<file path="config.mk">
export PLATFORM = sky130hd
export DESIGN_NAME = demux1to2_buffered
export DESIGN_NICKNAME = d
export VERILOG_FILES = /design/src/rtl/demux1to2_buffered.sv
export SDC_FILE = /design/constraint.sdc
export NUM_CORES = 1
export LEC_CHECK = 0
export BUFFER_PORTS_ARGS = -buffer_cell sky130_fd_sc_hd__buf_2
export CORE_ASPECT_RATIO = 2
export CORE_UTILIZATION = 45
export DETAILED_ROUTE_END_ITERATION = 8
export GPL_ROUTABILITY_DRIVEN = 1
export PLACE_DENSITY = 0.79
export SLEW_MARGIN = 40
export SYNTH_ARGS = -nofsm -noshare
export SYNTH_HDL_FRONTEND = slang
export SYNTH_SLANG_ARGS = --single-unit
</file>
<file path="constraint.sdc">
create_clock -name clk -period 2.35 [get_ports clk]
set_input_delay 0.1175 -clock clk [delete_from_list [all_inputs] [get_ports clk]]
set_output_delay 0.1175 -clock clk [all_outputs]
set_load 0.03 [all_outputs]
</file>
<file path="src/rtl/demux1to2_buffered.sv">
// demux1to2_buffered: registered 1-to-2 word demux with a private FIFO per destination
module demux1to2_buffered #(
  parameter int WIDTH = 16,
  parameter int DEPTH = 2
) (
  input  logic                     clk,
  input  logic                     rst_n,
  input  logic                     s_valid,
  output logic                     s_ready,
  input  logic [WIDTH-1:0]         s_data,
  input  logic                     s_sel,
  output logic                     m0_valid,
  input  logic                     m0_ready,
  output logic [WIDTH-1:0]         m0_data,
  output logic [$clog2(DEPTH):0]   m0_count,
  output logic                     m1_valid,
  input  logic                     m1_ready,
  output logic [WIDTH-1:0]         m1_data,
  output logic [$clog2(DEPTH):0]   m1_count
);
  localparam int AW = $clog2(DEPTH);
  localparam int CW = AW + 1;
  logic [WIDTH-1:0] mem [2][DEPTH];
  logic [AW-1:0] wp [2];
  logic [AW-1:0] rp [2];
  logic [CW-1:0] cnt [2];
  logic [1:0] push;
  logic [1:0] pop;
  assign m0_valid = cnt[0] != '0;
  assign m1_valid = cnt[1] != '0;
  assign m0_data = mem[0][rp[0]];
  assign m1_data = mem[1][rp[1]];
  assign m0_count = cnt[0];
  assign m1_count = cnt[1];
  assign pop = {m1_valid && m1_ready, m0_valid && m0_ready};
  assign s_ready = rst_n && (cnt[s_sel] < CW'(DEPTH) || pop[s_sel]);
  assign push = {s_sel, !s_sel} & {2{s_valid && s_ready}};
  always_ff @(posedge clk) begin
    for (int x = 0; x < 2; x++) begin
      if (!rst_n) begin
        wp[x] <= '0;
        rp[x] <= '0;
        cnt[x] <= '0;
        for (int i = 0; i < DEPTH; i++) mem[x][i] <= '0;
      end else begin
        if (push[x]) begin
          mem[x][wp[x]] <= s_data;
          wp[x] <= wp[x] + AW'(1);
        end
        if (pop[x]) rp[x] <= rp[x] + AW'(1);
        cnt[x] <= cnt[x] + CW'(push[x]) - CW'(pop[x]);
      end
    end
  end
endmodule

</file>
# Word level (Yosys, flattened, before mapping)
# Memories as Yosys holds them, arrays and structs flattened.
# Index checks and enable logic that the tools add are counted.
[word_totals] register_bits=0 latchBits=0 mem_bits_rw=72 mem_bits_ro=0 inputBits=22 out_inout_bits=39 n_memories=4
[classes] addsub=8 mul=0 div=0 order_cmp=8 n_eq_ne=0 n_shift=0 muxes=98 bitwise_logic=75 n_reduce_logical=10
[mem_list] memory="mem" depth=2 word_bits=32 rd=2 rd_clocked_by_memory_dff=0 write_ports=2 line="23" text="logic [WIDTH-1:0] mem [2][DEPTH];"
[mem_list] memory="cnt" depth=2 word_bits=2 rd=3 rd_clocked_by_memory_dff=0 write_ports=2 line="26" text="logic [CW-1:0] cnt [2];"
[mem_list] memory="rp" depth=2 word_bits=1 rd=2 rd_clocked_by_memory_dff=0 write_ports=2 line="25" text="logic [AW-1:0] rp [2];"
[mem_list] memory="wp" depth=2 word_bits=1 rd=2 rd_clocked_by_memory_dff=0 write_ports=2 line="24" text="logic [AW-1:0] wp [2];"
[op_table] operator="$mux W16" n=8
[op_table] operator="$mux W1" n=84
[op_table] operator="$or A1 B1 Y1" n=70
[op_table] operator="$mux W32" n=2
[op_table] operator="$demux W16 S1" n=2
[op_table] operator="$ge A2 B2 Y1 const B" n=4
[op_table] operator="$not A1 Y2" n=4
[op_table] operator="$logic_and A1 B1 Y1" n=6
[op_table] operator="$add A1 B1 Y1 const B" n=4
[op_table] operator="$add A2 B1 Y2" n=2
[op_table] operator="$lt A2 B1 Y1 const B" n=2
[op_table] operator="$mux W2" n=2
[op_table] operator="$reduce_bool A2 Y1" n=2
[op_table] operator="$sub A2 B1 Y2" n=2
[op_table] operator="$and A2 B2 Y2" n=1
[op_table] operator="$lt A1 B2 Y1 const B" n=1
[op_table] operator="$lt A2 B2 Y1 const B" n=1
[op_table] operator="$logic_not A1 Y1" n=1
[op_table] operator="$logic_or A1 B1 Y1" n=1

# Longest topological paths before layout
# An unclocked memory read counts as a cell.
[depth] ltp_word=13 mapped_depth=9 mapped_depth_nobuf=9

# Least setup slack after synthesis
# OpenSTA, ideal clock, no wires.
[synth_timing] kind="reg-to-reg" start="mem cnt[0][1] (netlist bit)" end="mem mem[0][16] (netlist bit) (enable)" setup_ns=0.411 arrival_ns=1.802 slack_ns=0.137 path_stages_with_launch=3 n_path_buf=0 synth_period_minus_slack_ns=2.213 path_cell_list="dfxtp_1 > nor2b_1 > o21ai_0"
[synth_lines] item="start, declared" line="26"
[synth_lines] item="end, declared" line="23"

==> metrics.cfg <==
[floorplan]
core_area_um2 = 6990
die_h_um = 123
start_util_pct = 47.1
die_w_um = 62.5
ios = 61
dieArea_um2 = 7690
row_count = 43

[place]
placed_area_um2 = 3690
pre_cts_ws_ns = 0.511
io_buffers = 60
placed_cells = 373
dp_hpwl_mm = 4.46
gp_congestion = 0.760

[power_and_ir_drop]
clkPwrFrac_pct = 33.0
vdd_drop_max_uv = 626
power_frac_comb_pct = 25.2
p_seq_share_pct = 41.8
p_sw_mw = 1.19
cellLeakagePower_nw = 1.69
switching_share_pct = 30.3
power_density_nw_per_um2 = 986
p_int_mw = 2.73

[sta]
finalWorstSetupSlack_ns = 0.461
finalSetupTns_ns = 0
rsz0062_at_grt = no
setup_viol = 0
relSlewSlack_pct = 48.0
max_freq_mhz = 529
fin_skew_ns = 0.00315
fin_crit_sh_pct = 80.4
worstMarginPinSlew_ns = 0.779
finalHoldViolations = 0
slew_viol_final = 0
finalCriticalPeriod_ns = 1.89

[logic_synthesis]
synthFlopType = edfxtp_1
synth_area_um2 = 3300
synth_common_cells = edfxtp_1 (66), and2_1 (57), mux2_2 (32)
synth_top_area_share_pct = 60.1
synth_warnings = 0
ys_ff_latch = 72
post-synth-top-count-cell = edfxtp_1
syn_nets = 253
ys_seq_area_share_pct = 63.8
syn_avg_cell_area_um2 = 14.5
synthArstFlopShare_pct = 0
yosys-top-cells-area = edfxtp_1 (60%), mux2_2 (11%), and2_1 (11%)
netlist_instances = 227
synth_edf_count = 66
netlist.top_cell.by_area = edfxtp_1
synthDistinctLibCells = 30

[detailed_routing]
vias = 1935
route.detailed.drc = 0
drt-total-wl_mm = 6.24
ant_nets = 0
dr.pass1.iters = 4
via_per_inst = 4.97
wire_per_inst_um = 16.0
drtIter0Drc = 61

[grt]
grt_pass1_vias = 2039
antenna_found_initial = 0
grt_usage_pct = 18.1
grt-ovfl-total = 0
grt_pass1_wl_mm = 9.83
grt_max_degree = 18

[setup_path]
crit_path_max_fanout = 17
startpoint_type = register
critPathKind = reg -> out
end_kind = output pin
cp.arrival_ns = 1.77
cp.required_ns = 2.23

[layout]
final_cell_area_um2 = 3970
final_util_pct = 56.8
antenna_cells = 0
drive_above_1_share_pct = 42.8
fin_cells = 389
layout.nets = 320
area_delta_synth_final_pct = 20.5

[cts]
cts_root_buf = clkbuf_16
cts_buffers = 9
cts_tree = done
cts_sinks = 72
cts.clk_slew.worst_paths_ns = 0.05
cts_buffer_depth = 2
h-tree-depth = 3
clock_latency_ns = 0.33
hold_buffers = 0
cts_setup_buffers = 0
post_cts_resized = 0

[hold_path]
hp-class = in -> reg

[status]
outcome = completed

[flow_run]
max-cap-violations = 0

==> routing by layer <==
metal	track usage, %	routed length, µm	share of wire, %
met5	0	0	0
met4	11.5	227	3.6
met3	5.07	283	4.5
met2	34.6	3550	57
met1	16.2	2190	35
==> cell type report <==
type,count,area [µm²]
fill,610,3020
sequential,72,2100
timing repair buffer,66,345
tap,90,113
clock inverter,4,45.0
multi-input combinational,140,1110
clock buffer,12,236
inverter,5,18.8
==> power by group through the flow <==
stage / clock network [mW] / registers (mW) / logic, mW
floorplan: 0 / 1.65 / 0.738
global placement: 0 / 1.65 / 0.985
detailed placement: 0 / 1.66 / 0.993
CTS: 1.31 / 1.64 / 1.00
global route: 1.35 / 1.66 / 1.06
finish: 1.29 / 1.64 / 0.987
==> worst paths after layout <==
kind	start	endpoint	slack (ns)	cells after the start
setup reg to reg	cnt[0][1]	cnt[0][1]	0.49	9
setup / recovery	rp[0]	m0_data[4]	0.46	2
hold reg to reg	cnt[0][1]	cnt[0][1]	0.63	2
hold / removal	s_data[2]	mem[1][2]	0.12	2
==> metrics by stage <==
stage               hold WS [ns]  total power [mW]
global placement           0.452              2.64
global route               0.135              4.07
finish                     0.122              3.92
floorplan                  0.316              2.38
detailed placement         0.460              2.66
CTS                        0.114              3.95
==> cell usage in the layout, fill, tap and decap left out, types with 2 or more instances in the layout <==
master / netlist / layout
buf_2: 4 / 60
dfxtp_1: 6 / 6
buf_4: 2 / 6
and2_2: 11 / 11
clkbuf_16: 0 / 9
nand2b_1: 6 / 6
clkbuf_1: 2 / 3
xnor2_1: 5 / 5
nand2_1: 5 / 5
and2_1: 57 / 57
mux2_2: 32 / 32
or2_2: 3 / 3
nor2b_1: 2 / 2
nor2_1: 2 / 2
inv_1: 5 / 5
ha_1: 4 / 4
clkinv_2: 0 / 3
edfxtp_1: 66 / 66
==> registers in the layout, summed over array words and instances (netlist names) <==
signal / cells
cnt: 4
mem: 64
wp: 2
rp: 2
==> cell families (layout without fill, tap and decap cells) <==
logic type               after synthesis  after routing  synth area share [%]
AO/OA/AOI/OAI                          4              4                 0.873
XOR/XNOR                               5              5                  1.33
adder cells (fa/ha/maj)                4              4                  1.52
buffers and inverters                 15             87                  2.54
flip-flops                            72             72                  63.8
multiplexers                          32             32                  10.9
AND/OR/NAND/NOR                       95             95                  19.0
==> worst max-delay path, stage by stage, from the launching register on <==
cell and delay (ns):
edfxtp_1 0.83, mux2_2 0.43, buf_2 0.18
(Power assumes the default switching activity.)
